**src/rtl/crap_pkg.sv**
```systemverilog
// -----------------------------------------------------------------------------
// crap_pkg
// Shared definitions for the craps roll sequencer:
//   - state_t   : roll sequencer FSM state encoding
//   - DIE_W     : width of one die face (faces 1..6)
//   - SUM_W     : width of the dice sum (2..12)
//   - LFSR_SEED : reset value of the optional die_b LFSR
//   - LFSR_TAPS : feedback mask for the optional LFSR (taps 8,6,5,4)
//   - die_next  : advance a die face 1..6, wrapping 6 -> 1
// -----------------------------------------------------------------------------
package crap_pkg;

    localparam int DIE_W = 3;
    localparam int SUM_W = 4;

    localparam logic [7:0] LFSR_SEED = 8'hA5;
    // Bit n-1 set for tap n: taps 8,6,5,4 -> bits 7,5,4,3.
    localparam logic [7:0] LFSR_TAPS = 8'hB8;

    typedef enum logic [2:0] {
        ST_IDLE      = 3'd0,
        ST_ROLLING   = 3'd1,
        ST_SETTLE    = 3'd2,
        ST_PRESENT   = 3'd3,
        ST_WAIT_GAME = 3'd4,
        ST_DONE      = 3'd5
    } state_t;

    function automatic logic [DIE_W-1:0] die_next(input logic [DIE_W-1:0] d);
        return (d == 3'd6) ? 3'd1 : d + 3'd1;
    endfunction

endpackage

```
**src/rtl/btn_debounce.sv**
```systemverilog
// -----------------------------------------------------------------------------
// btn_debounce
// Two-flop synchronizer followed by a stable-time debouncer for the raw
// player button.
//
// Ports:
//   clk     in  system clock, rising edge
//   reset   in  asynchronous, active-high
//   btn     in  raw button, asynchronous to clk
//   btn_db  out debounced button level
//   press   out one-cycle pulse, high in the first cycle btn_db reads 1
//
// btn_db follows the synchronized level once that level has differed from
// btn_db for DEBOUNCE_CYCLES consecutive cycles, so a rising edge on btn
// reaches btn_db 2 + DEBOUNCE_CYCLES edges later.
// -----------------------------------------------------------------------------
module btn_debounce #(
    parameter int DEBOUNCE_CYCLES = 16
) (
    input  logic clk,
    input  logic reset,
    input  logic btn,
    output logic btn_db,
    output logic press
);

    localparam logic [7:0] CNT_LAST = 8'(DEBOUNCE_CYCLES - 1);

    logic       sync1;
    logic       sync2;
    logic [7:0] stable_cnt;

    always_ff @(posedge clk or posedge reset) begin
        if (reset) begin
            sync1      <= 1'b0;
            sync2      <= 1'b0;
            stable_cnt <= '0;
            btn_db     <= 1'b0;
            press      <= 1'b0;
        end else begin
            sync1 <= btn;
            sync2 <= sync1;
            press <= 1'b0;
            if (sync2 == btn_db) begin
                // Any return to the current level restarts the stable window.
                stable_cnt <= '0;
            end else if (stable_cnt == CNT_LAST) begin
                stable_cnt <= '0;
                btn_db     <= sync2;
                press      <= sync2;
            end else begin
                stable_cnt <= stable_cnt + 8'd1;
            end
        end
    end

endmodule

```
**src/rtl/crap_roll_sequencer.sv**
```systemverilog
// -----------------------------------------------------------------------------
// crap_roll_sequencer
// Sequencing controller in front of the craps game FSM: debounces the player
// button, spins two dice while a roll is in progress, then presents the
// registered dice sum with a one-cycle strobe and waits for the game FSM.
//
// Ports:
//   clk         in  system clock, rising edge
//   reset       in  asynchronous, active-high; clears all state
//   btn         in  raw player button (asynchronous)
//   game_ready  in  level: game FSM wants another roll
//   game_over   in  level: game reached win/lose (wins over game_ready)
//   die_a       out first die face 1..6
//   die_b       out second die face 1..6
//   sum         out registered die_a+die_b, held until the next presentation
//   roll_valid  out one-cycle strobe qualifying sum
//   busy        out high in ROLLING, SETTLE and PRESENT
//   roll_count  out rolls presented since reset, saturating at 255
//   dbg_state   out current FSM state
//
// Handshake: roll_valid is a single-cycle strobe with no back-pressure. The
// game FSM answers with game_ready/game_over levels, which are sampled in
// WAIT_GAME only from the cycle after roll_valid onward, giving the game FSM
// one full cycle to react to the new sum.
//
// Build option CRAP_SEQ_LFSR_EN: when defined, a free-running 8-bit Fibonacci
// LFSR decides when die_b advances during ROLLING instead of the odometer
// carry from die_a.
// -----------------------------------------------------------------------------
module crap_roll_sequencer
    import crap_pkg::*;
#(
    parameter int DEBOUNCE_CYCLES = 16,
    parameter int ROLL_MIN_CYCLES = 8,
    parameter int SETTLE_CYCLES   = 4
) (
    input  logic             clk,
    input  logic             reset,
    input  logic             btn,
    input  logic             game_ready,
    input  logic             game_over,
    output logic [DIE_W-1:0] die_a,
    output logic [DIE_W-1:0] die_b,
    output logic [SUM_W-1:0] sum,
    output logic             roll_valid,
    output logic             busy,
    output logic [7:0]       roll_count,
    output state_t           dbg_state
);

    localparam logic [7:0] ROLL_MIN    = 8'(ROLL_MIN_CYCLES);
    localparam logic [7:0] SETTLE_LAST = 8'(SETTLE_CYCLES - 1);

    state_t     state;
    state_t     state_nxt;
    logic       btn_db;
    logic       press;
    logic [7:0] roll_cyc;
    logic [7:0] roll_cyc_inc;
    logic [7:0] settle_cnt;
    logic       die_b_step;

    btn_debounce #(
        .DEBOUNCE_CYCLES(DEBOUNCE_CYCLES)
    ) u_btn_debounce (
        .clk    (clk),
        .reset  (reset),
        .btn    (btn),
        .btn_db (btn_db),
        .press  (press)
    );

    // roll_cyc after this cycle's increment, i.e. the number of dice advances
    // including the current cycle. Comparing this against the minimum makes a
    // roll last exactly ROLL_MIN_CYCLES advances when released early.
    assign roll_cyc_inc = (roll_cyc == 8'hFF) ? roll_cyc : roll_cyc + 8'd1;

`ifdef CRAP_SEQ_LFSR_EN
    logic [7:0] lfsr;

    // Runs in every state so the die_b pattern depends on when the roll starts.
    always_ff @(posedge clk or posedge reset) begin
        if (reset) begin
            lfsr <= LFSR_SEED;
        end else begin
            lfsr <= {lfsr[6:0], ^(lfsr & LFSR_TAPS)};
        end
    end

    assign die_b_step = lfsr[0];
`else
    // Odometer: die_b carries when die_a wraps 6 -> 1.
    assign die_b_step = (die_a == 3'd6);
`endif

    // State register
    always_ff @(posedge clk or posedge reset) begin
        if (reset) begin
            state <= ST_IDLE;
        end else begin
            state <= state_nxt;
        end
    end

    // Next state and state-decoded outputs
    always_comb begin
        state_nxt = state;
        busy      = 1'b0;
        case (state)
            ST_IDLE: begin
                if (press) state_nxt = ST_ROLLING;
            end
            ST_ROLLING: begin
                busy = 1'b1;
                if (!btn_db && (roll_cyc_inc >= ROLL_MIN)) state_nxt = ST_SETTLE;
            end
            ST_SETTLE: begin
                busy = 1'b1;
                if (settle_cnt == SETTLE_LAST) state_nxt = ST_PRESENT;
            end
            ST_PRESENT: begin
                busy      = 1'b1;
                state_nxt = ST_WAIT_GAME;
            end
            ST_WAIT_GAME: begin
                // The strobe cycle itself is skipped so the game FSM can react.
                if (!roll_valid) begin
                    if (game_over)       state_nxt = ST_DONE;
                    else if (game_ready) state_nxt = ST_IDLE;
                end
            end
            ST_DONE: begin
                state_nxt = ST_DONE;
            end
            default: begin
                state_nxt = ST_IDLE;
            end
        endcase
    end

    // Dice, counters and presentation registers
    always_ff @(posedge clk or posedge reset) begin
        if (reset) begin
            roll_cyc   <= '0;
            settle_cnt <= '0;
            die_a      <= 3'd1;
            die_b      <= 3'd1;
            sum        <= '0;
            roll_valid <= 1'b0;
            roll_count <= '0;
        end else begin
            roll_valid <= 1'b0;
            case (state)
                ST_IDLE: begin
                    roll_cyc <= '0;
                end
                ST_ROLLING: begin
                    roll_cyc   <= roll_cyc_inc;
                    settle_cnt <= '0;
                    die_a      <= die_next(die_a);
                    if (die_b_step) die_b <= die_next(die_b);
                end
                ST_SETTLE: begin
                    settle_cnt <= settle_cnt + 8'd1;
                end
                ST_PRESENT: begin
                    sum        <= {1'b0, die_a} + {1'b0, die_b};
                    roll_valid <= 1'b1;
                    if (roll_count != 8'hFF) roll_count <= roll_count + 8'd1;
                end
                default: begin
                end
            endcase
        end
    end

    assign dbg_state = state;

endmodule
```
**config.mk**
```make
export PLATFORM = sky130hd
export DESIGN_NAME = crap_roll_sequencer
export DESIGN_NICKNAME = d
export VERILOG_FILES = /design/src/rtl/crap_pkg.sv /design/src/rtl/btn_debounce.sv /design/src/rtl/crap_roll_sequencer.sv
export SDC_FILE = /design/constraint.sdc
export NUM_CORES = 1
export LEC_CHECK = 0
export BUFFER_PORTS_ARGS = -buffer_cell sky130_fd_sc_hd__clkbuf_2
export CORE_ASPECT_RATIO = 1.5
export CORE_UTILIZATION = 45
export CTS_BUF_LIST = sky130_fd_sc_hd__clkbuf_2 sky130_fd_sc_hd__clkbuf_4 sky130_fd_sc_hd__clkbuf_8
export DETAILED_ROUTE_END_ITERATION = 8
export PLACE_DENSITY = 0.65
export SETUP_SLACK_MARGIN = 0.02
export SLEW_MARGIN = 5
export SYNTH_ARGS = -nofsm -noshare
export SYNTH_HDL_FRONTEND = slang
export SYNTH_HIERARCHICAL = 1
export SYNTH_SLANG_ARGS = --single-unit
```
**constraint.sdc**
```tcl
create_clock -name clk -period 2.92 [get_ports clk]
set_input_delay 0.73 -clock clk [delete_from_list [all_inputs] [get_ports clk]]
set_output_delay 0.73 -clock clk [all_outputs]
set_load 0.1 [all_outputs]
```
==> results of run 1 <==
==> routing by layer <==
layer	wire (um)	vias up	track usage, %
met4	63	0	6.82
met1	2170	917	22.0
li1	-	936	-
met5	0	-	0
met3	134	5	4.37
met2	2420	19	31.1
==> area by class of cell <==
class | instances | area (sq um)
Clock buffer | 6 | 82.6
Clock inverter | 2 | 17.5
Fill cell | 511 | 2620
Inverter | 10 | 37.5
Multi-Input combinational cell | 178 | 1210
Sequential cell | 50 | 1250
Tap cell | 70 | 87.6
Timing Repair Buffer | 29 | 150
==> worst max-delay path by stage <==
| stage | start | end | slack, ns |
|---|---|---|---|
| finish | dbg_state[1] | busy | 0.56 |
| CTS | dbg_state[1] | busy | 0.54 |
| detailed placement | dbg_state[1] | busy | 0.88 |
| global placement | dbg_state[1] | busy | 0.92 |
| floorplan | dbg_state[0] | busy | 0.29 |
| global route | dbg_state[1] | busy | 0.47 |
==> placed cells by master (no fill, tap or decap), drive strengths merged, types with 3 or more instances in the layout <==
cell	synthesis	final
a21oi	13	13
a22o	5	5
a31oi	3	3
clkbuf	1	33
dfrtp	48	48
ha	7	7
inv	10	10
mux2	3	3
nand2	27	27
nand3	12	12
nand4	9	9
nor2	20	20
o21ai	24	24
o31ai	3	3
or3	4	4
xnor2	10	10
xor2	4	4
==> kinds of logic (layout without fill, tap and decap cells) <==
| family | Yosys count | after routing | synth area share, % |
|---|---|---|---|
| xor+xnor | 14 | 14 | 4.85 |
| buf+inv | 15 | 47 | 2.92 |
| simple gates | 91 | 91 | 20.9 |
| compound gates | 60 | 60 | 15.3 |
| fa+ha+maj | 8 | 8 | 4.26 |
| flops | 50 | 50 | 49.6 |
| mux | 5 | 5 | 2.13 |
==> metrics by stage <==
step | total power, uW | instance area, sq um | std cells
6_report | 1160 | 2840 | 345
5_1_grt | 1210 | 2840 | 345
4_1_cts | 1180 | 2840 | 345
3_5_place_dp | 744 | 2740 | 337
3_3_place_gp | 744 | 2740 | 337
2_1_floorplan | 733 | 2530 | 243
==> power breakdown <==
group	switching, uW	internal [uW]
logic	19.5	8.30
registers	4.77	697
clock network	239	195
==> worst max-delay path: cells and delay by family (launching register included) <==
| kind | cells | cell delay, ns |
|---|---|---|
| buf+inv | 1 | 0.46 |
| simple gates | 2 | 0.27 |
| flops | 1 | 0.61 |
==> registers in the layout (all words and copies together), names as in the netlist <==
name                       flops
sum                            4
die_a                          3
u_btn_debounce/sync1           1
settle_cnt                     8
u_btn_debounce/btn_db          1
roll_valid                     1
u_btn_debounce/press           1
u_btn_debounce/sync2           1
u_btn_debounce/stable_cnt      8
dbg_state                      3
roll_count                     8
roll_cyc                       8
die_b                          3
==> qor.yml, run 1 <==
hold_viol_final: 0
avgViaCountPerCell: 5.44
p_per_area_nw_per_um2: 411
yosysWarnings: 6
coreArea_sq_um: 5450
drive_above_1_share_pct: 21.5
fin_tns_setup_ns: 0
wl_per_cell_um: 13.9
cts_setup_buffers: 0
drv_cap: 0
clock_skew_ns: 0.0181
synthTopCellsByArea: "dfrtp_1, o21ai_0, nand2_1"
synth_most_common_cell: "dfrtp_1"
numPortBuffers: 27
start_util_pct: 46.3
synth.distinct_cells: 55
clock_sinks: 50
synthTopCellsByCount: "dfrtp_1, nand2_1, o21ai_0"
timing.hold.ws_ns: 0.358
ff2ff_setup_slack_ns: 1.06
p_leak_uw: 0.00136
postSynthCellCount: 243
rsz0062_at_grt: "no"
antenna_found_initial: 0
tritoncts: "yes"
fin_util_pct: 52.0
hp-class: "reg -> reg"
synth-async-reset-ratio_pct: 100
setup_violations: 0
fmax_mhz: 423
drt_pass1_iterations: 4
grt_pass1_wl_um: 8370
grt_max_degree: 39
clockBufferDepth: 2
seq_area_frac_synth_pct: 49.6
outcome: "finished clean"
htree_levels: 2
io_pins: 28
start_kind: "flip-flop"
synth_top_area_share_pct: 47.5
die_h_um: 93.8
period_share_pct: 81.0
cp_slowest_cell: "dfrtp_1"
worst_pin_slew_ns: 0.712
syn-cell-area_sq_um: 2530
path_cells: "nor2_1 > nor2_4 > clkbuf_2"
clk_latency_ns: 0.32
r2r_start: "dbg_state[2]"
min_from: "u_btn_debounce/sync1"
wirelength_um: 4800
die_area_sq_um: 5920
pre_cts_slack_ns: 0.880
cts_buffers: 5
detail-route-antenna-nets: 0
first_global_vias: 1797
synth_seq_cells: 50
fin_ws_ns: 0.556
synth-edff-count: 0
cts-root-buf: "clkbuf_8"
whs_path_depth: 0
overflow: 0
die_x_um: 63.2
cts_hold_buf: 0
syn_area_per_cell_sq_um: 10.4
grt.total_usage_pct: 18.2
ir_drop_mv: 0.258
drc_errors: 0
cts_resized: 0
cp-end-kind: "primary output"
max_stage_delay_ns: 0.61
min_period_ns: 2.36
clkSlewWorstSetupHoldPaths_ns: 0.09
timing.rr.end: "roll_count[1]"
relSlewSlack_pct: 52.2
synth_top_flop_cell: "dfrtp_1"
hpwl_um: 3460
nNetsFinal: 287
hold_path_end: "u_btn_debounce/sync2"
fp-row-count: 33
crit_fanout: 10
reg2regPathDepth: 4
syn-num-nets: 256
vias: 1877
maxSlewViolCount: 0
synth_area_leader_cell: "dfrtp_1"
antennaDiodeCount: 0
crit_required_ns: 2.19
cp_data_arrival_time_ns: 1.63
critPathKind: "reg -> out"
drtIter0Drc: 82
area_growth_pct: 12.2
gp_congestion: 0.791
Power figures use the tool's default switching activity.
==> inputs of run 2 (changes only) <==
--- a/config.mk
+++ b/config.mk
@@ -5,6 +5,7 @@
 export SDC_FILE = /design/constraint.sdc
 export NUM_CORES = 1
 export LEC_CHECK = 0
+export ABC_AREA = 1
 export BUFFER_PORTS_ARGS = -buffer_cell sky130_fd_sc_hd__clkbuf_2
 export CORE_ASPECT_RATIO = 1.5
 export CORE_UTILIZATION = 45
==> constraint.sdc (replaced) <==
create_clock -name clk -period 2.36 [get_ports clk]
set_input_delay 0.59 -clock clk [delete_from_list [all_inputs] [get_ports clk]]
set_output_delay 0.59 -clock clk [all_outputs]
set_load 0.1 [all_outputs]
==> run 2 against run 1 <==
Total power grew to 3.2 times the previous value. Non-clock buffer count down 1. Critical path depth stayed put. Clock skew is 0.011 ns lower. Synthesized area is 6.5% higher. Utilization about the same. Critical endpoint unchanged. Largest cell class unchanged. Largest power group is now combinational logic.
==> qor.yml, run 2 <==
fin_util_pct: 52.0  # about the same
synthTopCellsByArea: "dfrtp_1, nand2_1, inv_1"
first_global_vias: 2135  # +19%
critPathTopFamily: "flip-flops"
cts_resized: 0  # unchanged
drive_above_1_share_pct: 19.8  # -1.7 points
grt_pass1_wl_um: 8940  # +6.8%
hp-class: "in -> async"
drtIter0Drc: 93  # +13%
timing.rr.end: "dbg_state[1]"
die_x_um: 65.1  # +3.1%
fmax_mhz: 496
cp_data_arrival_time_ns: 1.42  # -0.21 ns
clock_sinks: 50  # unchanged
path_depth: 3  # unchanged
area_growth_pct: 11.9
die_area_sq_um: 6300  # +6.3%
htree_levels: 2  # unchanged
gp_congestion: 0.830  # +5.0%
max_stage_delay_ns: 0.48  # -0.13 ns
period_share_pct: 85.4
reg2regPathDepth: 11  # +7
r2r_start: "roll_cyc[0]"
antennaDiodeCount: 0  # unchanged
fin_ws_ns: 0.345  # -0.210 ns
avgViaCountPerCell: 5.01  # -7.8%
rsz0062_at_grt: "no"
drv_cap: 0  # unchanged
nNetsFinal: 371  # +29%
clock_skew_ns: 0.00711  # -0.0110 ns
ff2ff_setup_slack_ns: 0.71  # -0.35 ns
coreArea_sq_um: 5790  # +6.2%
p_per_area_nw_per_um2: 1250  # +200%
layout_commonest_cell: "nand2_1"
cp-end-kind: "primary output"
outcome: "finished clean"
antenna_found_initial: 0  # unchanged
crit_required_ns: 1.77  # -0.42 ns
setup_violations: 0  # unchanged
clk_latency_ns: 0.30  # -0.02 ns
synth_most_common_cell: "nand2_1"
syn_area_per_cell_sq_um: 8.30  # -20%
hold_viol_final: 0  # unchanged
critPathBufInv: 1  # unchanged
io_pins: 28  # unchanged
synth_area_leader_cell: "dfrtp_1"
cp_slowest_cell: "dfrtp_1"
crit_fanout: 5  # -5
filler_cell_count: 583  # +14%
layout_common_cells: "nand2_1, dfrtp_1, inv_1"
pre_cts_slack_ns: 0.669  # -0.212 ns
critical_path.endpoint: "busy"
drc_errors: 0  # unchanged
syn-cell-area_sq_um: 2690  # +6.5%
overflow: 0  # unchanged
die_h_um: 96.7  # +3.1%
syn-num-nets: 337  # +32%
critPathKind: "reg -> out"
numPortBuffers: 27  # unchanged
synth_seq_cells: 50  # unchanged
vias: 2161  # +15%
worst_pin_slew_ns: 0.548  # -0.164 ns
maxSlewViolCount: 0  # unchanged
wl_per_cell_um: 11.7  # -16%
synth-edff-count: 0  # unchanged
cts-root-buf: "clkbuf_8"
fp-row-count: 34  # +3.0%
cts_hold_buf: 0  # unchanged
seq_area_frac_synth_pct: 46.6  # -3.0 points
synth_top_area_share_pct: 44.7  # -2.9 points
tritoncts: "yes"
start_kind: "flip-flop"
wirelength_um: 5040  # +5.1%
yosysWarnings: 6  # unchanged
detail-route-antenna-nets: 0  # unchanged
grt.total_usage_pct: 17.8  # -0.39 points
p_leak_uw: 0.00151  # +11%
synth-async-reset-ratio_pct: 100  # unchanged
clkSlewWorstSetupHoldPaths_ns: 0.09  # about the same
cts_setup_buffers: 0  # unchanged
hpwl_um: 3900  # +13%
cts_buffers: 5  # unchanged
postSynthCellCount: 324  # +33%
fin_tns_setup_ns: 0  # unchanged
cp-startpoint: "dbg_state[1]"
ir_drop_mv: 0.867  # +240%
relSlewSlack_pct: 63.6  # +11 points
path_cells: "nor2_1 > nor2_4 > clkbuf_2"
clockBufferDepth: 2  # unchanged
grt_max_degree: 39  # unchanged
synthTopCellsByCount: "nand2_1, dfrtp_1, inv_1"
synth.distinct_cells: 36  # -35%
start_util_pct: 46.5  # +0.15 points
synth_top_flop_cell: "dfrtp_1"
drt_pass1_iterations: 4  # unchanged
min_period_ns: 2.01
-- run 2: cells by family after synthesis --
logic type               after synthesis  synth area share (%)
AO/OA/AOI/OAI                         42                  8.79
XOR/XNOR                              12                  4.19
adder cells (fa/ha/maj)                8                  4.00
buffers and inverters                 55                  8.05
flip-flops                            50                  46.6
AND/OR/NAND/NOR                      157                  28.4
-- run 2: per-layer routing --
| layer | up-vias | wire, um | global-route usage, % | part of all wire (%) |
|---|---|---|---|---|
| li1 | 1101 | - | - | - |
| met1 | 1013 | 2130 | 20.0 | 42 |
| met2 | 37 | 2710 | 32.6 | 54 |
| met4 | 0 | 102 | 6.52 | 2.0 |
| met5 | - | 0 | 0 | 0 |
| met3 | 10 | 105 | 2.95 | 2.1 |
-- run 2: final cells by class --
cell class	instances	area [sq um]	share of cell area, %
multi-input combinational	219	1230	40.8
clock inverter	3	21.3	0.707
sequential	50	1250	41.7
inverter	54	205	6.82
clock buffer	5	68.8	2.29
timing repair buffer	28	143	4.74
tap	72	90.1	2.99
-- run 2: metrics by stage --
stage               total power [uW]  hold slack, ns  cell area [sq um]  cells
finish                          3760           0.273               3010    431
global route                    4010           0.326               3010    431
CTS                             3810           0.293               3010    431
detailed placement              3300           0.337               2920    423
global placement                3270           0.333               2920    423
floorplan                       2960           0.331               2700    324
-- run 2: how the worst min path moves through the flow --
stage / end / slack [ns] / start
floorplan: u_btn_debounce/sync2 / 0.33 / u_btn_debounce/sync1
global placement: u_btn_debounce/sync2 / 0.33 / u_btn_debounce/sync1
detailed placement: u_btn_debounce/sync2 / 0.34 / u_btn_debounce/sync1
CTS: u_btn_debounce/stable_cnt[3] / 0.29 / reset
global route: u_btn_debounce/sync1 / 0.33 / reset
finish: u_btn_debounce/stable_cnt[3] / 0.27 / reset
-- run 2: where the power goes --
part	total (uW)	internal (uW)	leakage (uW)	switching, uW
sequential	1250	1040	0.000662	202
clock	499	209	0.0000441	291
combinational	2020	389	0.000799	1630
-- run 2: worst reg2reg max path: cells and delay by family (launching register included) --
| family | cells | cell delay, ns |
|---|---|---|
| simple gates | 10 | 0.86 |
| flops | 1 | 0.45 |
| fa+ha+maj | 1 | 0.25 |
